--- config.mk ---
export PLATFORM = sky130hd
export DESIGN_NAME = mem_access_unit
export DESIGN_NICKNAME = d
export VERILOG_FILES = /design/src/rtl/mem_access_unit.sv
export SDC_FILE = /design/constraint.sdc
export NUM_CORES = 1
export LEC_CHECK = 0
export ABC_AREA = 1
export CAP_MARGIN = 20
export CELL_PAD_IN_SITES_DETAIL_PLACEMENT = 0
export CELL_PAD_IN_SITES_GLOBAL_PLACEMENT = 1
export CORE_MARGIN = 2
export CORE_UTILIZATION = 25
export CTS_CLUSTER_DIAMETER = 80
export DETAILED_ROUTE_END_ITERATION = 10
export PLACE_DENSITY_LB_ADDON = 0.1
export SYNTH_ARGS = -nofsm -noshare
export SYNTH_HDL_FRONTEND = slang
export SYNTH_SLANG_ARGS = --single-unit
--- constraint.sdc ---
create_clock -name clk -period 1.85 [get_ports clk]
set_input_delay 0.4625 -clock clk [delete_from_list [all_inputs] [get_ports clk]]
set_output_delay 0.4625 -clock clk [all_outputs]
set_load 0.01 [all_outputs]
--- src/rtl/mem_access_unit.sv ---
// ---------------------------------------------------------------------------
// mem_access_unit
//
// Load/store initiator between the execute stage and the data memory.
// Accepts one byte-addressed RV64 load or store per handshake and drives the
// entry-indexed memory port. Each memory entry is one 64-bit doubleword.
// Sub-doubleword stores are done as read-modify-write so that the other bytes
// of the entry are preserved. Loads return the addressed lane,
// sign- or zero-extended.
//
// Optional feature macro: MAU_ALIGN_CHECK_EN
//   defined   : misaligned requests get an error response and no memory access.
//   undefined : no error is ever raised. The low size bits of the byte offset
//               are cleared, which forces the access to be aligned.
//
// Ports:
//   clk            in   single clock, rising edge
//   rst            in   asynchronous active-low reset
//   req_valid      in   request present
//   req_ready      out  unit can accept (IDLE only)
//   req_we         in   1 = store, 0 = load
//   req_funct3     in   [1:0] size (B/H/W/D), [2] unsigned load
//   req_addr       in   64-bit byte address
//   req_wdata      in   store data, right-aligned
//   resp_valid     out  one-cycle response pulse
//   resp_rdata     out  extended load data (0 for stores and errors)
//   resp_err       out  misaligned request, valid with resp_valid
//   mem_addr       out  entry index = req_addr[DATA_MEM_WIDTH+2:3]
//   mem_data_width out  always 3 (full entry)
//   mem_we/mem_re  out  memory write / read enables
//   mem_data_out   out  merged write entry
//   mem_data_in    in   combinational read data from memory
// ---------------------------------------------------------------------------
`ifndef DATA_WIDTH
`define DATA_WIDTH 64
`endif
`ifndef DATA_MEM_WIDTH
`define DATA_MEM_WIDTH 8
`endif

module mem_access_unit (
  input  logic                       clk,
  input  logic                       rst,
  input  logic                       req_valid,
  output logic                       req_ready,
  input  logic                       req_we,
  input  logic [2:0]                 req_funct3,
  input  logic [63:0]                req_addr,
  input  logic [`DATA_WIDTH-1:0]     req_wdata,
  output logic                       resp_valid,
  output logic [`DATA_WIDTH-1:0]     resp_rdata,
  output logic                       resp_err,
  output logic [`DATA_MEM_WIDTH-1:0] mem_addr,
  output logic [2:0]                 mem_data_width,
  output logic                       mem_we,
  output logic                       mem_re,
  output logic [`DATA_WIDTH-1:0]     mem_data_out,
  input  logic [`DATA_WIDTH-1:0]     mem_data_in
);

  localparam int DW = `DATA_WIDTH;
  localparam int MW = `DATA_MEM_WIDTH;
  localparam int NB = DW / 8;

  typedef enum logic [2:0] {IDLE, LOAD, ST_RD, ST_WR, RESP} state_e;

  state_e          state_q;
  logic [MW-1:0]   mem_addr_q;
  logic [2:0]      off_q;
  logic [1:0]      size_q;
  logic            uns_q;
  logic [DW-1:0]   wdata_q;
  logic [DW-1:0]   rdata_q;
  logic            err_q;
  logic            resp_valid_q;
  logic            mem_re_q;
  logic            mem_we_q;
  logic [DW-1:0]   mem_data_out_q;

  logic [2:0]      acc_mask;
  logic [2:0]      acc_off;
  logic            acc_misaligned;
  logic [DW-1:0]   lane;
  logic [DW-1:0]   load_data;
  logic [NB-1:0]   byte_en;
  logic [DW-1:0]   bit_mask;
  logic [DW-1:0]   wdata_shifted;
  logic [DW-1:0]   merged;

  // Address bits above the entry index are ignored, so the index wraps.
  logic            unused_addr_hi;
  assign unused_addr_hi = ^req_addr[63:MW+3];

  // acc_mask holds the low address bits that must be zero for the requested size.
  always_comb begin
    acc_mask = 3'b111;
    case (req_funct3[1:0])
      2'd0:    acc_mask = 3'b000;
      2'd1:    acc_mask = 3'b001;
      2'd2:    acc_mask = 3'b011;
      default: acc_mask = 3'b111;
    endcase
  end

`ifdef MAU_ALIGN_CHECK_EN
  assign acc_misaligned = |(req_addr[2:0] & acc_mask);
  assign acc_off        = req_addr[2:0];
`else
  assign acc_misaligned = 1'b0;
  assign acc_off        = req_addr[2:0] & ~acc_mask;
`endif

  // Load path: shift the addressed lane down to bit 0, then extend it to full width.
  // For a doubleword the unsigned bit has no effect, so 3'b111 behaves as LD.
  always_comb begin
    lane      = mem_data_in >> {off_q, 3'b000};
    load_data = lane;
    case (size_q)
      2'd0:    load_data = {{(DW-8){lane[7] & ~uns_q}}, lane[7:0]};
      2'd1:    load_data = {{(DW-16){lane[15] & ~uns_q}}, lane[15:0]};
      2'd2:    load_data = {{(DW-32){lane[31] & ~uns_q}}, lane[31:0]};
      default: load_data = lane;
    endcase
  end

  // Store path: replace bytes [off .. off+size-1] of the entry that was read.
  // The offset is always aligned at this point, so the byte enables never wrap.
  always_comb begin
    byte_en = '0;
    case (size_q)
      2'd0:    byte_en = NB'(8'h01);
      2'd1:    byte_en = NB'(8'h03);
      2'd2:    byte_en = NB'(8'h0F);
      default: byte_en = NB'(8'hFF);
    endcase
    byte_en  = byte_en << off_q;
    bit_mask = '0;
    for (int b = 0; b < NB; b++) begin
      bit_mask[b*8 +: 8] = {8{byte_en[b]}};
    end
    wdata_shifted = wdata_q << {off_q, 3'b000};
    merged        = (mem_data_in & ~bit_mask) | (wdata_shifted & bit_mask);
  end

  // Memory enables are set one state early, so they are already high in
  // LOAD / ST_RD / ST_WR and return low on the edge that leaves those states.
  always_ff @(posedge clk or negedge rst) begin
    if (!rst) begin
      state_q        <= IDLE;
      mem_addr_q     <= '0;
      off_q          <= '0;
      size_q         <= '0;
      uns_q          <= 1'b0;
      wdata_q        <= '0;
      rdata_q        <= '0;
      err_q          <= 1'b0;
      resp_valid_q   <= 1'b0;
      mem_re_q       <= 1'b0;
      mem_we_q       <= 1'b0;
      mem_data_out_q <= '0;
    end else begin
      case (state_q)
        IDLE: begin
          if (req_valid) begin
            mem_addr_q <= req_addr[MW+2:3];
            off_q      <= acc_off;
            size_q     <= req_funct3[1:0];
            uns_q      <= req_funct3[2];
            wdata_q    <= req_wdata;
            rdata_q    <= '0;
            err_q      <= acc_misaligned;
            if (acc_misaligned) begin
              resp_valid_q <= 1'b1;
              state_q      <= RESP;
            end else begin
              mem_re_q <= 1'b1;
              state_q  <= req_we ? ST_RD : LOAD;
            end
          end
        end
        LOAD: begin
          rdata_q      <= load_data;
          mem_re_q     <= 1'b0;
          resp_valid_q <= 1'b1;
          state_q      <= RESP;
        end
        ST_RD: begin
          // The merge is registered directly into the write-data register.
          mem_data_out_q <= merged;
          mem_re_q       <= 1'b0;
          mem_we_q       <= 1'b1;
          state_q        <= ST_WR;
        end
        ST_WR: begin
          mem_we_q     <= 1'b0;
          resp_valid_q <= 1'b1;
          state_q      <= RESP;
        end
        RESP: begin
          resp_valid_q <= 1'b0;
          state_q      <= IDLE;
        end
        default: begin
          state_q <= IDLE;
        end
      endcase
    end
  end

  assign req_ready      = (state_q == IDLE);
  assign resp_valid     = resp_valid_q;
  assign resp_rdata     = rdata_q;
  assign resp_err       = err_q;
  assign mem_addr       = mem_addr_q;
  assign mem_data_width = 3'd3;
  assign mem_we         = mem_we_q;
  assign mem_re         = mem_re_q;
  assign mem_data_out   = mem_data_out_q;

endmodule
Yosys cells after proc, flatten, opt, wreduce, memory -nomap -nowiden --
Index checks and enable logic that the tools add are counted.
Operators by class: bitwise logic cells 10, reductions and logical operators 12, eq/ne operators 9, mux-type cells 12, shift-type cells 3
Operators with widths (count):
- $pmux W64 S3 | 1
- $and A64 B64 Y64 | 2
- $pmux W64 S2 | 1
- $mux W64 | 1
- $not A64 Y64 | 1
- $or A64 B64 Y64 | 1
- $shl A64 B6 Y64 | 1
- $shr A64 B6 Y64 | 1
- $pmux W8 S3 | 1
- $pmux W3 S3 | 2
- $reduce_bool A2 Y1 | 4
- $shl A8 B3 Y8 | 1
- $eq A3 B2 Y1 const B | 2
- $pmux W1 S2 | 3
- $reduce_and A2 Y1 | 3
- $eq A2 B1 Y1 const B | 2
- $eq A2 B2 Y1 const B | 2
- $logic_not A2 Y1 | 2
- $reduce_or A2 Y1 | 2
- $and A1 B1 Y1 | 3
- $and A3 B3 Y3 | 1
- $eq A3 B1 Y1 const B | 1
- $eq A3 B3 Y1 const B | 1
- $logic_not A3 Y1 | 1
- other kinds (6) | 6
Word-level totals: input port bits 199, output and inout port bits 144, word-level logic and storage cells 57, bits in registers 212

Longest topological paths before layout --
depth after elaboration 6, depth in mapped cells 13, gate-level depth less buffers 11

Worst setup path before layout --
No wires, ideal clock.
path kind register -> register, from reg off_q[0], to reg mem_data_out_q[53] (netlist: mem_data_out[53]), data required time 1.732 ns, stages on the path, launching flop included 11, library setup time 0.118 ns, data arrival time 1.458 ns, slack 0.274 ns, buffers on the path 4, clock period less this slack 1.576 ns, cells stage by stage dfrtp_1 buf_6 buf_6 buf_6 buf_2 o21ai_0 o21ai_0 o21ai_0 nand2_1 nand3_1 nand2_1
Between the ends: word-level cells in the longest chain between the ends 4, elaborated cells on any way between the ends 6, classes of those cells shift (2); bitwise (4)
RTL lines:
- start: declaration | line 69 | logic [2:0] off_q;
- start signal: assignment | line 166 | off_q <= acc_off;
- parallel branches: the longest is 3 deep, another holds $shl A64 B6 Y64
- $or A64 B64 Y64 (*) | line 142 | merged = (mem_data_in & ~bit_mask) | (wdata_shifted & bit_mask);
- end signal: assignment | line 189 | mem_data_out_q <= merged;
- end: declaration | line 78 | logic [DW-1:0] mem_data_out_q;
Mark *: on every way between the ends. A chain may end at the register's enable or synchronous reset.

Final worst setup path --
from reg off_q[0], to reg rdata_q[36] (netlist: resp_rdata[36])
Between the ends: word-level cells in the longest chain between the ends 4, elaborated cells on any way between the ends 6, classes of those cells shift (1); mux (2); bitwise (3)
RTL lines:
- $shr A64 B6 Y64 (*) | line 116 | lane = mem_data_in >> {off_q, 3'b000};
- $and A1 B1 Y1 (on tied branches) | line 121, 119, 120
- $pmux W64 S3 (*) | line 118 | case (size_q)
- $pmux W64 S2 (*) | line 162 | case (state_q)
- end signal: assignment | line 182 | rdata_q <= load_data;
- end: declaration | line 73 | logic [DW-1:0] rdata_q;
Mark *: on every way between the ends. The rest lies on a longest branch, timed or not.

==> results_dict.tcl <==
set metrics [dict create \
    cts_tree "built" \
    hold_class "input port to asynchronous set/reset pin" \
    synth_area_sq_um 12520 \
    finalWorstSetupSlack_ns -0.1343 \
    drtIter0Drc 912 \
    final_cell_mix "nand2_1, buf_4, dfrtp_1, clkdlybuf4s50_1, dlygate4sd2_1" \
    required_ns 2.36 \
    drive_above_1_share_pct 25.43 \
    clk_pin_slew_ns 0.06 \
    grt_pass1_vias 14500 \
    hold_viol 0 \
    place_congestion 0.8748 \
    cp_cell_sequence "buf_12, buf_12, buf_12, buf_12, o211ai_1, nand3_1, nand2_1, nand2_1, o21bai_4, nand2_1" \
    drv_slew 0 \
    critPathSlowestCell "dfrtp_4" \
    yosys_warnings 0 \
    setup_violations 71 \
    async_reset_ff_share_pct 100.0 \
    cp_max_fo 17 \
    ant_nets 0 \
    synthCells 1800 \
    grt_pass1_wl_microns 93910 \
    io_buffers 285 \
    critical_path.top_delay_family "buffers and inverters" \
    ys_types 37 \
    outcome "finished with violations" \
    avgRoutedWirePerCell_microns 21.39 \
    power_switching_share_pct 46.71 \
    crit_buf_inv 4 \
    yosysSeqAreaShare_pct 42.37 \
    critPathKind "flip-flop to flip-flop" \
    hpwl_microns 50570 \
    finalCritPeriodShare_pct 107.3 \
    synth-edff-count 0 \
    clock_sinks 212 \
    row_count 82 \
    grt-ovfl-total 0 \
    antenna_found_initial 1 \
    power_leakage_uw 0.01017 \
    skew_ns 0.01588 \
    fmax_mhz 504.0 \
    p_comb_share_pct 65.3 \
    dr.pass1.iters 7 \
    wirelength_microns 64250 \
    synth_flop_cell "dfrtp_1" \
    cp-end-kind "flip-flop" \
    grt_max_degree 54 \
    grt_setup_unrepaired "true" \
    stdcell_count 3004 \
    internal_power_uw 20890 \
    diodes 0 \
    cts_root_buffer "clkbuf_16" \
    power.density_nw_per_um2 1923 \
    synthesis.area_per_instance_sq_um 6.955 \
    dieArea_sq_um 51880 \
    h-tree-depth 1 \
    syn2layout_area_growth_pct 62.84 \
    cp_common_cell "buf_12" \
    clock_latency_ns 0.58 \
    cts_buffers 28 \
    drc 0 \
    max_cap_viol_count 0 \
    vias_per_cell 4.694 \
    start_util_pct 25.16 \
    placed_cells 2919 \
    final_common_cell "nand2_1" \
    pin_count 343 \
    peakVddDrop_uv 681.7 \
    pwr-share-clk_pct 14.3 \
    critPathLaunchType "flip-flop" \
    power.net_switching_uw 18310 \
    holdWs_ns 0.3853 \
    ctsLongestPathBuffers 3 \
    max_stage_delay_ns 0.50 \
    vias 14100 \
    ys_ff_latch 212 \
    coreArea_sq_um 49760 \
    track_usage_pct 24.07 \
    fp.dieH_microns 227.8 \
    die_w_microns 227.8 \
    final_nets 2511 \
    failed_checks "setup timing" \
    pwr-share-seq_pct 20.4 \
    fin_crit_ns 1.984 \
    arrival_ns 2.50 \
]
[final timing paths]
| path | endpoint | start | slack [ns] | depth (start not counted) |
|---|---|---|---|---|
| setup / recovery | resp_rdata[36] | off_q[0] | -0.13 | 10 |
| hold / removal | resp_rdata[9] | rst | 0.39 | 2 |
| setup reg to reg | resp_rdata[36] | off_q[0] | -0.13 | 10 |
| hold reg to reg | mem_addr[7] | mem_addr[7] | 0.47 | 2 |
| max in group asynchronous | mem_data_out[36] | rst | 0.80 | 3 |
| min in group clk | wdata_q[59] | req_wdata[59] | 0.42 | 3 |
[cells by family after synthesis]
group	share of synthesized area, %
compound gates	18.76
flops	42.37
other cells	0.05999
simple gates	30.32
buf+inv	8.485
[per-stage QoR]
| stage | setup slack, ns | area [sq um] | setup TNS, ns | total power (uW) | util (%) |
|---|---|---|---|---|---|
| after floorplan | 0.2744 | 12530 | 0 | 18400 | - |
| after global placement | -0.3990 | 18090 | -24.71 | 30820 | 36.35 |
| after detailed placement | -0.3967 | 18090 | -25.92 | 30880 | 36.35 |
| after CTS | -0.1490 | 19690 | -2.805 | 37950 | 39.57 |
| after global routing | -0.2039 | 20390 | -9.645 | 41920 | 40.97 |
| final | -0.1343 | 20390 | -2.914 | 39210 | 40.97 |
[final cells by class]
class	count	area, sq um
flip-flops and latches	212	5311
clock inverters	12	141.4
multi-input cells	1353	7017
clock buffers	38	818.3
fillers	5365	29370
inverters	109	436.7
well taps	672	840.8
repair buffers	608	5822
[repair_timing]
item / in CTS / in global routing
hold buffers: 1 / 0
resized for setup: 369 / 145
pin swaps: 32 / 35
hold endpoints to repair: 27 / 0
buffers inserted: 14 / 11
gates cloned: 4 / 6
setup endpoints to repair: 249 / 122
[routing by layer]
layer / GRT usage, % / routed length, microns
met3: 3.100 / 2565
met5: 0 / 13
met1: 28.98 / 26570
met4: 10.22 / 3024
met2: 43.01 / 32070
[Yosys cell counts, types with 2 or more instances]
| cell type | count | area, sq um |
|---|---|---|
| nand2_2 | 6 | 37.54 |
| and2_1 | 4 | 25.02 |
| nor2_2 | 3 | 18.77 |
| inv_2 | 6 | 22.52 |
| o21ai_2 | 2 | 17.52 |
| o21a_1 | 2 | 15.01 |
| o211ai_1 | 72 | 540.5 |
| a22oi_1 | 6 | 45.04 |
| dfrtp_1 | 212 | 5305 |
| buf_1 | 8 | 30.03 |
| nand2_1 | 765 | 2872 |
| nand2_4 | 2 | 22.52 |
| conb_1 | 2 | 7.510 |
| nor3_1 | 4 | 20.02 |
| nand3_1 | 104 | 520.5 |
| o21ai_1 | 16 | 80.08 |
| buf_2 | 57 | 285.3 |
| a2bb2oi_1 | 7 | 61.31 |
| buf_6 | 8 | 90.09 |
| nor2_1 | 42 | 157.7 |
| o21bai_1 | 32 | 240.2 |
| o21ai_0 | 211 | 1056 |
| o31ai_1 | 2 | 15.01 |
| clkbuf_1 | 48 | 180.2 |
| inv_1 | 102 | 382.9 |
| nor2_4 | 2 | 22.52 |
| a21oi_1 | 48 | 240.2 |
| nand3_2 | 5 | 50.05 |
| or2_2 | 6 | 37.54 |
| buf_4 | 9 | 67.56 |
[state kept, by name (all words and copies together) (netlist names)]
name,cells
mem_data_out,64
resp_valid,1
uns_q,1
wdata_q,64
off_q,3
state_q,3
mem_re,1
mem_we,1
resp_rdata,64
mem_addr,8
size_q,2
[power groups by stage]
stage	clock network, uW	registers, uW	logic [uW]
finish	5620	7980	25600
global route	5980	8230	27700
CTS	5790	8050	24100
detailed placement	0	8110	22800
global placement	0	8100	22700
floorplan	0	8210	10200
Power figures use the tool's default switching activity.
